===== config.mk =====
export PLATFORM = sky130hd
export DESIGN_NAME = pc_next_unit
export DESIGN_NICKNAME = d
export VERILOG_FILES = /design/src/rtl/rv_core_pkg.sv /design/src/rtl/rv_imm_extract.sv /design/src/rtl/pc_next_unit.sv
export SDC_FILE = /design/constraint.sdc
export NUM_CORES = 1
export LEC_CHECK = 0
export BUFFER_PORTS_ARGS = -buffer_cell sky130_fd_sc_hd__buf_2
export CAP_MARGIN = 20
export CORE_ASPECT_RATIO = 0.8
export CORE_MARGIN = 5
export CORE_UTILIZATION = 35
export DETAILED_ROUTE_END_ITERATION = 6
export PLACE_DENSITY_LB_ADDON = 0.1
export SYNTH_ARGS = -nofsm -noshare
export SYNTH_HDL_FRONTEND = slang
export SYNTH_SLANG_ARGS = --single-unit

===== constraint.sdc =====
create_clock -name clk -period 4.6 [get_ports clk]
set_input_delay 0.46 -clock clk [delete_from_list [all_inputs] [get_ports clk]]
set_output_delay 0.46 -clock clk [all_outputs]
set_load 0.01 [all_outputs]

===== src/rtl/rv_core_pkg.sv =====
// Shared constants and types for the RV32I core datapath blocks.
// Holds the control-flow opcodes, the pc-unit FSM encoding and the datapath width.
package rv_core_pkg;

  localparam int XLEN = 32;

  localparam logic [6:0] OP_BRANCH = 7'b1100011;
  localparam logic [6:0] OP_JAL    = 7'b1101111;
  localparam logic [6:0] OP_JALR   = 7'b1100111;

  typedef enum logic [1:0] {
    BOOT = 2'd0,
    RUN  = 2'd1,
    HALT = 2'd2
  } pc_state_e;

endpackage


===== src/rtl/rv_imm_extract.sv =====
// Splits an RV32I instruction into its opcode field and the sign-extended
// I-, B- and J-type immediates used by the next-pc logic.
module rv_imm_extract
  import rv_core_pkg::*;
(
  input  logic [XLEN-1:0] instruction,
  output logic [6:0]      opcode,
  output logic [XLEN-1:0] i_imm,
  output logic [XLEN-1:0] b_imm,
  output logic [XLEN-1:0] j_imm
);

  assign opcode = instruction[6:0];

  assign i_imm = {{20{instruction[31]}}, instruction[31:20]};

  // B and J immediates are scrambled in the encoding and always even.
  assign b_imm = {{19{instruction[31]}}, instruction[31], instruction[7],
                  instruction[30:25], instruction[11:8], 1'b0};

  assign j_imm = {{11{instruction[31]}}, instruction[31], instruction[19:12],
                  instruction[20], instruction[30:21], 1'b0};

endmodule


===== src/rtl/pc_next_unit.sv =====
// Program-counter stage: picks PC+4 / branch / JAL / JALR target, registers it,
// drives the fetch request, halts on misaligned targets and counts retirements.
module pc_next_unit
  import rv_core_pkg::*;
#(
  parameter logic [XLEN-1:0] RESET_VECTOR     = 32'h0000_0000,
  parameter bit              HALT_ON_MISALIGN = 1'b1
) (
  input  logic            clk,
  input  logic            rst,
  input  logic [XLEN-1:0] instruction,
  input  logic            branch_taken,
  input  logic [XLEN-1:0] rs1_val,
  input  logic            stall,
  input  logic            imem_ready,
  output logic            imem_req,
  output logic [XLEN-1:0] pc,
  output logic [XLEN-1:0] pc_plus4,
  output logic            redirect,
  output logic            trap,
  output logic [XLEN-1:0] trap_pc,
  output logic [XLEN-1:0] instret
);

  pc_state_e       state_q, state_d;
  logic [XLEN-1:0] pc_q, pc_d;
  logic [XLEN-1:0] instret_q, instret_d;
  logic [XLEN-1:0] trap_pc_q, trap_pc_d;
  logic            trap_q, trap_d;

  logic [6:0]      opcode;
  logic [XLEN-1:0] i_imm, b_imm, j_imm;
  logic [XLEN-1:0] jalr_sum, target;
  logic            is_jal, is_jalr, is_br_taken, nonseq, misaligned, advance;

  rv_imm_extract u_imm (
    .instruction (instruction),
    .opcode      (opcode),
    .i_imm       (i_imm),
    .b_imm       (b_imm),
    .j_imm       (j_imm)
  );

  assign pc_plus4 = pc_q + 32'd4;
  assign jalr_sum = rs1_val + i_imm;

  always_comb begin
    // NOTE: every output of this block is assigned a default first so no path leaves a latch.
    state_d     = state_q;
    pc_d        = pc_q;
    instret_d   = instret_q;
    trap_d      = trap_q;
    trap_pc_d   = trap_pc_q;
    imem_req    = 1'b0;
    redirect    = 1'b0;

    is_jalr     = (opcode == OP_JALR);
    is_jal      = (opcode == OP_JAL);
    is_br_taken = (opcode == OP_BRANCH) && branch_taken;
    nonseq      = is_jalr || is_jal || is_br_taken;

    if (is_jalr)     target = {jalr_sum[XLEN-1:1], 1'b0};
    else if (is_jal) target = pc_q + j_imm;
    else             target = pc_q + b_imm;

    misaligned  = nonseq && (target[1:0] != 2'b00);
    advance     = (state_q == RUN) && imem_ready && !stall;

    unique case (state_q)
      BOOT: state_d = RUN;
      RUN: begin
        imem_req = 1'b1;
        if (advance) begin
          if (misaligned && HALT_ON_MISALIGN) begin
            trap_d    = 1'b1;
            trap_pc_d = pc_q;
            state_d   = HALT;
          end else begin
            // Clearing bits [1:0] is a no-op for aligned targets.
            pc_d      = nonseq ? {target[XLEN-1:2], 2'b00} : pc_plus4;
            redirect  = nonseq;
            instret_d = instret_q + 32'd1;
          end
        end
      end
      HALT: ;
      default: state_d = BOOT;
    endcase
  end

  always_ff @(posedge clk) begin
    // NOTE: state registers use non-blocking assignment so all flops update from pre-edge values.
    if (rst) begin
      state_q   <= BOOT;
      pc_q      <= RESET_VECTOR;
      instret_q <= '0;
      trap_q    <= 1'b0;
      trap_pc_q <= '0;
    end else begin
      state_q   <= state_d;
      pc_q      <= pc_d;
      instret_q <= instret_d;
      trap_q    <= trap_d;
      trap_pc_q <= trap_pc_d;
    end
  end

  assign pc      = pc_q;
  assign instret = instret_q;
  assign trap    = trap_q;
  assign trap_pc = trap_pc_q;

endmodule


==> reports/qor.yml, run 1 <==
status: "finished, final reports clean"
finalWorstSetupSlack_ns: 0.4296
tightest_slew_ns: 0.9952
dpl.hpwl_mm: 21.93
post-place-ws_ns: 0.1093
grtUsageMet3: 0.03555
cts_tree: "yes"
drcViolationCount: 0
ios: 200
synth_area_um2: 7895
clockRootBuffer: "clkbuf_16"
grt_setup_unrepaired: "false"
yosysMostFrequentCell: "nand2_1"
endpoint_kind: "flop"
final_antenna_net_count: 0
fin_util: 0.4240
initial_core_util: 0.3538
maxSlewHeadroom: 0.3365
cts_resized: 0
hold_start: "trap_pc[4]$_SDFFE_PP0P_"
synth-seq-cells: 95
synth_edf_count: 0
r2r_cells: 10
finalHoldViolCount: 0
synth_top_area_cell: "dfxtp_1"
grt_pass1_vias: 7825
worst-setup-path-type: "input port to flop"
path_buf_inv: 2
grt-ovfl-total: 0
ys_top_cells_by_count: "143 x nand2_1, 110 x nor2_1, 105 x a21oi_1, 95 x dfxtp_1, 65 x ha_1"
layout-drive-gt1-share: 0.1947
yosys_most_used_dff: "dfxtp_1"
die-area_um2: 25680
yosysUniqueCellTypes: 65
drt-initial-drc-count: 419
r2r_slack_ns: 1.33
met2_usage: 0.3339
fmax_mhz: 239.8
setup_tns_ns: 0
vias: 8286
fin_crit_ns: 4.170
synthArstFlopShare: 0
fin_skew_ns: 0.01842
gp_congestion: 0.8871
die_y_um: 144.3
yosys.area.top_type_share: 0.2409
grt_pass1_wl_mm: 42.81
clk_pin_slew_ns: 0.08
yosysWarningCount: 0
cts_setup_buffers: 0
hold_end: "trap_pc[4]$_SDFFE_PP0P_"
wl_per_cell_um: 17.93
viasPerCell: 5.346
critPathSlowestCell: "or4_4"
final_net_count: 1373
slowest_delay_ns: 0.58
io_buffers: 193
hold_path_depth: 2
report.final.slew_viol_count: 0
hold_buffers: 0
worstPathArrival_ns: 4.41
synth_area_leaders: "dfxtp_1 24%, ha_1 10%, nand2_1 6.8%"
syn_avg_cell_area_um2: 7.413
std_cell_rows: 49
wl_mm: 27.78
numCtsBuffers: 9
fin_crit_sh: 0.9066
syn_to_final_growth_pct: 19.86
postSynthCellCount: 1065
firstDrtPassIters: 5
core_um2: 22320
crit_chain: "buf_2, nor2b_1, and4_1, and3_1, buf_4, nor2b_1, a21o_1, ha_1, nand3_1, or4_4, a2111o_1, a21oi_2, o32a_1, xor2_1, a211oi_1, a2111oi_2"
rr_endpoint: "pc[28]$_SDFFE_PP0P_"
power_leakage_nw: 4.313
peakVddDrop_mv: 0.1704
clk_latency_ns: 0.35
antenna_found_initial: 0
cp.required_ns: 4.84
cts_sinks: 95
crit_family: "simple AND/OR/NAND/NOR gates"
grt_use_total: 0.2079
setup_viol: 0
power.density_nw_per_um2: 214.0
crit_fanout: 10
met1_usage: 0.2968
r2r_start: "pc[3]$_SDFFE_PP0P_"
fp.dieW_um: 177.9
cts-htree-levels: 3
cts_buffer_depth: 2
top_usage_layer: "met2"
critical_path.startpoint_type: "input port"
hold_path.class: "flop to flop"
yosysSeqAreaShare: 0.2409
cap_violations: 0
cp_common_cell: "nor2b_1"
grt_max_degree: 91
fin_total_pwr_mw: 2.025
-- stage by stage --
stage                     cell area, um^2  hold WS [ns]  cells
after floorplan                      7914        0.4271   1070
after CTS                            9460        0.4525   1549
final                                9463        0.4504   1550
after global routing                 9460        0.4702   1549
after detailed placement             9179        0.4433   1533
after global placement               9179        0.4423   1533
-- worst max path at each step --
| stage | start | endpoint | depth (start not counted) |
|---|---|---|---|
| 2_1_floorplan | instruction[6] | pc[28]$_SDFFE_PP0P_ | 15 |
| 3_3_place_gp | instruction[4] | pc[28]$_SDFFE_PP0P_ | 15 |
| 3_5_place_dp | instruction[4] | pc[28]$_SDFFE_PP0P_ | 16 |
| 4_1_cts | instruction[4] | pc[28]$_SDFFE_PP0P_ | 16 |
| 5_1_grt | instruction[4] | pc[28]$_SDFFE_PP0P_ | 16 |
| 6_report | instruction[4] | pc[28]$_SDFFE_PP0P_ | 16 |
-- cells in the final DEF (no fill, tap or decap), types with 6 or more instances in the layout --
| cell | n |
|---|---|
| buf_2 | 193 |
| nand2_1 | 143 |
| nor2_1 | 109 |
| a21oi_1 | 105 |
| dfxtp_1 | 95 |
| ha_1 | 65 |
| xor2_1 | 55 |
| xnor2_1 | 54 |
| nand3_1 | 53 |
| o21ai_0 | 51 |
| a21o_1 | 36 |
| nor3_1 | 21 |
| and3_1 | 20 |
| buf_4 | 18 |
| nand4_1 | 16 |
| a211oi_1 | 16 |
| inv_1 | 13 |
| o21a_1 | 12 |
| a31oi_1 | 10 |
| o211ai_1 | 10 |
| nand2b_1 | 9 |
| clkbuf_16 | 9 |
| nor2b_1 | 7 |
| and2_1 | 7 |
| o31ai_1 | 7 |
| a221oi_1 | 7 |
| and4_1 | 6 |
| nor4_1 | 6 |
| o21bai_1 | 6 |
| conb_1 | 6 |
-- kinds of logic (layout without fill, tap and decap cells) --
family,count (synthesis),after routing,synth area share
AND/OR/NAND/NOR,413,413,0.2395
AO/OA/AOI/OAI,306,306,0.2472
XOR/XNOR,109,109,0.1209
flip-flops,95,95,0.2409
buffers and inverters,67,240,0.03471
adder cells (fa/ha/maj),66,66,0.1055
multiplexers,8,8,0.01078
other,1,7,0.0004750
-- worst reg2reg max path, stage by stage, from the launching register on --
cell	delay, ns
dfxtp_1	0.47
ha_1	0.34
a211o_2	0.38
a2111oi_2	0.48
or4_4	0.25
a2111o_1	0.20
a21oi_2	0.09
o32a_1	0.36
xor2_1	0.15
a211oi_1	0.09
a2111oi_2	0.37
-- final cells by class --
| type | instances | area (um^2) |
|---|---|---|
| Clock inverter | 6 | 52.55 |
| Antenna cell | 1 | 2.502 |
| Fill cell | 2441 | 12850 |
| Clock buffer | 10 | 229.0 |
| Inverter | 13 | 48.80 |
| Timing Repair Buffer | 211 | 1101 |
| Sequential cell | 95 | 1902 |
| Tap cell | 306 | 382.9 |
| Multi-Input combinational cell | 908 | 5744 |
-- state kept, by name (all words and copies together), names as in the netlist --
name / flops
instret: 32
pc: 30
trap_pc: 30
state_q: 2
trap: 1
-- layer usage --
layer | up-vias | wire [um]
met3 | 21 | 1720
met2 | 246 | 12240
met1 | 3846 | 13520
met4 | 0 | 295
li1 | 4173 | -
met5 | - | 0
-- power breakdown --
group / internal (mW) / leakage [nW] / switching, mW / total (mW)
sequential: 0.827 / 0.766 / 0.0135 / 0.841
combinational: 0.185 / 3.42 / 0.276 / 0.461
clock: 0.375 / 0.131 / 0.349 / 0.724
total: 1.39 / 4.31 / 0.638 / 2.03
(Power assumes the default switching activity.)
==> run 2: changes to the inputs <==
- SYNTH_HIERARCHICAL: not set -> 1
==> run 2 against run 1 <==
  * Critical path depth is 1 lower
  * Setup slack better by 0.20 ns
  * Clock-buffer cell count unchanged
  * Sequential share of layout area fell by 1.5 points
  * Combinational power grew 9.8%
  * Via count grew 12%
  * Maximum frequency grew 5.0%
  * Wire length up 24%
  * Die area is 18% higher
  * Critical endpoint unchanged
  * Largest cell class unchanged
  * Highest routed layer unchanged
==> reports/qor.yml, run 2 <==
r2r_start: "pc[16]$_SDFFE_PP0P_"
io_buffers: 193  # unchanged
fin_crit_ns: 3.973  # -0.1972 ns
worstPathArrival_ns: 4.23  # -0.18 ns
hold_buffers: 0  # unchanged
layout_common_cells: "228 x nand2_1, 193 x buf_2, 115 x a21oi_1, 108 x nor2_1, 95 x dfxtp_1"
final_antenna_net_count: 0  # unchanged
die_y_um: 156.7  # +8.5%
internal_power_mw: 1.404  # +1.2%
report.final.slew_viol_count: 0  # unchanged
final_common_cell: "nand2_1"
fmax_mhz: 251.7  # +5.0%
clockPowerShare: 0.363  # +0.006
setup_viol: 0  # unchanged
fin_util: 0.3881  # -0.03591
r2r_cells: 9  # -1
synth_area_leaders: "dfxtp_1 20%, nand2_1 9.1%, buf_4 9.0%"
drcViolationCount: 0  # unchanged
synth_edf_count: 0  # unchanged
synth_top_area_cell: "dfxtp_1"
yosysSeqAreaShare: 0.2021  # -0.03876
finalHoldViolCount: 0  # unchanged
cap_violations: 0  # unchanged
postSynthCellCount: 1303  # +22%
yosysWarningCount: 6  # +6
antenna_cells: 0  # -1
grt_max_degree: 65  # -29%
power.density_nw_per_um2: 205.7  # -3.9%
clk_latency_ns: 0.36  # about the same
std_cell_rows: 53  # +8.2%
core_um2: 26390  # +18%
gp_congestion: 0.9497  # +7.1%
layout-drive-gt1-share: 0.1937  # -0.0009539
hold_end: "trap_pc[24]$_SDFFE_PP0P_"
cts_resized: 0  # unchanged
status: "finished, final reports clean"
peakVddDrop_mv: 0.1730  # +1.5%
fp.dieW_um: 193.3  # +8.7%
syn_avg_cell_area_um2: 7.221  # -2.6%
grt_use_total: 0.2209  # +0.01299
fin_crit_sh: 0.8637  # -0.04287
cts_tree: "yes"
yosys_most_used_dff: "dfxtp_1"
clockRootBuffer: "clkbuf_16"
yosysUniqueCellTypes: 78  # +20%
seq_power_share: 0.397  # -0.018
finalWorstSetupSlack_ns: 0.6268  # +0.1972 ns
grt_pass1_wl_mm: 53.34  # +25%
cts-htree-levels: 3  # unchanged
largest_reg_flops: 32  # unchanged
vias: 9278  # +12%
hold_path_depth: 2  # unchanged
ys_top_cells_by_count: "228 x nand2_1, 115 x a21oi_1, 113 x buf_4, 108 x nor2_1, 95 x dfxtp_1"
synth_area_um2: 9409  # +19%
wl_mm: 34.50  # +24%
hold_start: "trap_pc[24]$_SDFFE_PP0P_"
fin_skew_ns: 0.008430  # -0.009988 ns
cp.required_ns: 4.86  # +0.02 ns
r2r_slack_ns: 1.46  # +0.13 ns
cts_setup_buffers: 0  # unchanged
hold_path.class: "flop to flop"
numCtsBuffers: 9  # unchanged
rr_endpoint: "pc[31]$_SDFFE_PP0P_"
dpl.hpwl_mm: 27.12  # +24%
yosys.area.top_type_share: 0.2021  # -0.03876
firstDrtPassIters: 5  # unchanged
yosysMostFrequentCell: "nand2_1"
initial_core_util: 0.3565  # +0.002721
setup_tns_ns: 0  # unchanged
tightest_slew_ns: 0.8379  # -0.1573 ns
clk_pin_slew_ns: 0.07  # about the same
crit_fanout: 20  # +10
cts_sinks: 95  # unchanged
final_net_count: 1503  # +9.5%
wl_per_cell_um: 19.94  # +11%
post-place-ws_ns: 0.2876  # +0.1784 ns
p_sw_frac: 0.3336  # +0.01852
antenna_found_initial: 0  # unchanged
synth-seq-cells: 95  # unchanged
power_leakage_nw: 4.654  # +7.9%
grt_setup_unrepaired: "false"
cts_buffer_depth: 2  # unchanged
grt_pass1_vias: 8957  # +14%
critPathLaunch: "instruction[4]"
synthArstFlopShare: 0  # unchanged
switchingPower_uw: 702.7  # +10%
drt-initial-drc-count: 782  # +87%
stdcell_area_um2: 10240  # +8.3%
worst-setup-path-type: "input port to flop"
dpl_cell_area_um2: 9948  # +8.4%
viasPerCell: 5.363  # +0.32%
syn_to_final_growth_pct: 8.870
combPwrFrac: 0.240  # +0.013
maxSlewHeadroom: 0.4363  # +0.09973
die-area_um2: 30280  # +18%
critical_path.startpoint_type: "input port"
endpoint_kind: "flop"
grt-ovfl-total: 0  # unchanged
ios: 200  # unchanged
run 2: cell count changes after synthesis, moves of 5 or more:
cell / before / now
or3_1: 3 / 9
o21ai_0: 52 / 61
nand2_1: 143 / 228
and2_1: 7 / 12
buf_4: 6 / 113
a21o_1: 36 / 20
buf_2: 0 / 12
clkbuf_1: 46 / 41
inv_1: 13 / 20
nand3_1: 53 / 36
nand4_1: 16 / 27
a21oi_1: 105 / 115
xnor2_1: 54 / 45
run 2: layer usage:
metal,vias to the layer above,GRT usage,part of all wire
met5,-,0,0
met4,0,0.03337,0.012
met3,24,0.03573,0.053
met2,252,0.3467,0.43
met1,4395,0.3261,0.51
li1,4607,-,-
run 2: critical path, cell delays in order:
cell       delay [ns]
buf_2            0.09
and4b_1          0.36
and4_1           0.72
nand2_1          0.11
nand2_1          0.10
ha_1             0.29
a2111oi_0        0.43
o21ai_0          0.21
a21oi_1          0.31
nor3_1           0.10
o21ai_0          0.29
o31ai_1          0.17
a21oi_1          0.20
mux2i_1          0.10
a221oi_1         0.27
run 2: area by class of cell:
| type | count | area, um^2 |
|---|---|---|
| repair buffers | 215 | 1144 |
| inverters | 21 | 78.83 |
| multi-input cells | 1026 | 6377 |
| clock buffers | 10 | 239.0 |
| well taps | 357 | 446.7 |
| clock inverters | 6 | 56.30 |
| fillers | 2898 | 16150 |
| flip-flops and latches | 95 | 1902 |
run 2: cell families after synthesis:
kind of cell / after synthesis / synth area share
XOR/XNOR: 101 / 0.09402
AO/OA/AOI/OAI: 320 / 0.2207
multiplexers: 7 / 0.007713
other: 2 / 0.0007982
flip-flops: 95 / 0.2021
adder cells (fa/ha/maj): 66 / 0.08856
buffers and inverters: 189 / 0.1229
AND/OR/NAND/NOR: 523 / 0.2632
run 2: worst max path at each step:
stage,endpoint,slack [ns],depth (start not counted)
finish,pc[28]$_SDFFE_PP0P_,0.63,15
global placement,pc[28]$_SDFFE_PP0P_,0.38,15
CTS,pc[28]$_SDFFE_PP0P_,0.65,15
floorplan,pc[29]$_SDFFE_PP0P_,0.85,17
global route,pc[28]$_SDFFE_PP0P_,0.27,15
detailed placement,pc[28]$_SDFFE_PP0P_,0.29,15
run 2: metrics by stage:
step,hold slack (ns),std cells,power [mW]
floorplan,0.4271,1310,1.246
global placement,0.4426,1714,1.356
detailed placement,0.4444,1714,1.353
CTS,0.4547,1730,2.126
global route,0.4726,1730,2.216
finish,0.4511,1730,2.107
run 2: power groups by stage:
stage / clock network [mW] / logic (mW) / registers, mW
2_1_floorplan: 0 / 0.395 / 0.852
3_3_place_gp: 0 / 0.501 / 0.855
3_5_place_dp: 0 / 0.497 / 0.855
4_1_cts: 0.791 / 0.500 / 0.836
5_1_grt: 0.822 / 0.557 / 0.837
6_report: 0.765 / 0.506 / 0.836
==> run 3: changes to the inputs <==
- clock period: 4.6 -> 4.2 ns (I/O delays scaled with it)
==> run 3 against run 2 <==
  * Combinational power rose by 11%
  * Sequential share of layout area is 0.25 points lower
  * Clock-buffer cell count fell by 1
  * Sequential power is 9.3% higher
  * First-iteration DRC count fell by 3.8%
  * Global-route usage about the same
  * Critical path type unchanged
==> reports/qor.yml, run 3 (synthesis results as in run 2) <==
cts_sinks: 95  # unchanged
crit_fanout: 10  # -50%
switchingPower_uw: 784.8  # +12%
layout_common_cells: "228 x nand2_1, 193 x buf_2, 115 x a21oi_1, 108 x nor2_1, 95 x dfxtp_1"
critical_path.startpoint_type: "input port"
fp.dieW_um: 193.3  # unchanged
setup_tns_ns: 0  # unchanged
antenna_found_initial: 1  # +1
antenna_cells: 0  # unchanged
maxSlewHeadroom: 0.4604  # +0.02418
gp_congestion: 0.9308  # -2.0%
wl_per_cell_um: 20.16  # +1.1%
r2r_slack_ns: 1.05  # -0.41 ns
worst-setup-path-type: "input port to flop"
critPathLaunch: "instruction[4]"
clockRootBuffer: "clkbuf_16"
setup_viol: 0  # unchanged
tightest_slew_ns: 0.8093  # -0.02854 ns
r2r_cells: 10  # +1
fmax_mhz: 267.4
core_um2: 26390  # unchanged
initial_core_util: 0.3565  # unchanged
numCtsBuffers: 9  # unchanged
worstPathArrival_ns: 4.00  # -0.23 ns
status: "finished, final reports clean"
fin_util: 0.3935  # +0.005357
clk_latency_ns: 0.36  # about the same
power.density_nw_per_um2: 228.4  # +11%
fin_total_pwr_mw: 2.372  # +13%
clockPowerShare: 0.378  # +0.015
grt-ovfl-total: 0  # unchanged
cts_tree: "yes"
finalHoldViolCount: 0  # unchanged
fin_crit_sh: 0.8906
wl_mm: 35.25  # +2.2%
ios: 200  # unchanged
cap_violations: 0  # unchanged
p_sw_frac: 0.3308  # -0.002795
report.final.slew_viol_count: 0  # unchanged
hold_path.class: "flop to flop"
hold_buffers: 0  # unchanged
endpoint_kind: "flop"
fin_crit_ns: 3.740
post-place-ws_ns: 0.1787  # -0.1089 ns
final_net_count: 1521  # +1.2%
final_antenna_net_count: 0  # unchanged
cts_resized: 0  # unchanged
rr_endpoint: "pc[28]$_SDFFE_PP0P_"
largest_reg_flops: 32  # unchanged
viasPerCell: 5.411  # +0.90%
internal_power_mw: 1.588  # +13%
std_cell_rows: 53  # unchanged
dp.cells: 1732  # +1.1%
dpl_cell_area_um2: 10070  # +1.2%
r2r_start: "pc[5]$_SDFFE_PP0P_"
cts_setup_buffers: 0  # unchanged
power_leakage_nw: 4.745  # +2.0%
cts-htree-levels: 3  # unchanged
stdcell_area_um2: 10390  # +1.4%
hold_ws_ns: 0.4493  # -0.001822 ns
grt_max_degree: 40  # -38%
layout-drive-gt1-share: 0.2042  # +0.01043
peakVddDrop_mv: 0.1758  # +1.6%
combPwrFrac: 0.237  # -0.003
final_cell_count_no_fill: 1748  # +1.0%
endpoint: "pc[28]$_SDFFE_PP0P_"
grt_setup_unrepaired: "false"
drcViolationCount: 0  # unchanged
fin_skew_ns: 0.008794  # +0.0003637 ns
cts_buffer_depth: 2  # unchanged
grt_pass1_wl_mm: 53.21  # -0.26%
dpl.hpwl_mm: 27.76  # +2.3%
vias: 9459  # +2.0%
firstDrtPassIters: 5  # unchanged
syn_to_final_growth_pct: 10.37
die_y_um: 156.7  # unchanged
grt_use_total: 0.2212  # +0.0003044
die-area_um2: 30280  # unchanged
final_common_cell: "nand2_1"
grt_pass1_vias: 8866  # -1.0%
io_buffers: 193  # unchanged
drt-initial-drc-count: 752  # -3.8%
clk_pin_slew_ns: 0.07  # about the same
finalWorstSetupSlack_ns: 0.4597  # -0.1671 ns
seq_power_share: 0.385  # -0.012
cp.required_ns: 4.46  # -0.40 ns
==> run 3: cell count changes in the layout (fill, tap and decap cells not counted), sizes merged <==
cell,before,now
clkinv,5,2
clkbuf,10,9
inv,22,24
buf,215,233
clkinvlp,0,1
bufinv,0,1
==> run 3: critical path: stages <==
cell and delay [ns]:
buf_2 0.09, and4b_1 0.37, and4_1 0.49, buf_4 0.23, nand2_1 0.06, nand2_1 0.05
ha_1 0.22, o211ai_1 0.11, nor3_1 0.27, a21oi_1 0.18, nor3_1 0.23, o21ai_0 0.18
o31ai_1 0.50, a21oi_1 0.19, mux2i_1 0.15, a221oi_1 0.27
==> run 3: how the worst min path moves through the flow <==
stage          slack, ns  depth (start not counted)                      from                        to
2_1_floorplan       0.43                          1   state_q[1]$_SDFFE_PP0P_   state_q[0]$_SDFFE_PP0P_
5_1_grt             0.47                          2  trap_pc[27]$_SDFFE_PP0P_  trap_pc[27]$_SDFFE_PP0P_
4_1_cts             0.46                          2  trap_pc[24]$_SDFFE_PP0P_  trap_pc[24]$_SDFFE_PP0P_
3_3_place_gp        0.44                          2  trap_pc[26]$_SDFFE_PP0P_  trap_pc[26]$_SDFFE_PP0P_
3_5_place_dp        0.45                          2  trap_pc[24]$_SDFFE_PP0P_  trap_pc[24]$_SDFFE_PP0P_
6_report            0.45                          2  trap_pc[24]$_SDFFE_PP0P_  trap_pc[24]$_SDFFE_PP0P_
==> run 3: layout make-up <==
class                      count  area [um^2]
fill                        2946        16010
tap                          357        446.7
clock buffer                   9        225.2
multi-input combinational   1026         6377
clock inverter                 7        88.84
timing repair buffer         233         1266
inverter                      21        78.83
sequential                    95         1902
==> run 3: power by group through the flow <==
stage	combinational, mW	sequential, mW	clock, mW
finish	0.561	0.914	0.897
CTS	0.554	0.914	0.921
floorplan	0.432	0.933	0
global placement	0.556	0.935	0
global route	0.618	0.915	0.952
detailed placement	0.551	0.935	0
==> run 3: metal layers <==
layer	vias up	wire [um]	global-route usage
li1	4647	-	-
met1	4494	17380	0.3333
met2	290	15140	0.3382
met3	26	2321	0.03530
met4	2	395	0.03472
met5	-	11	0
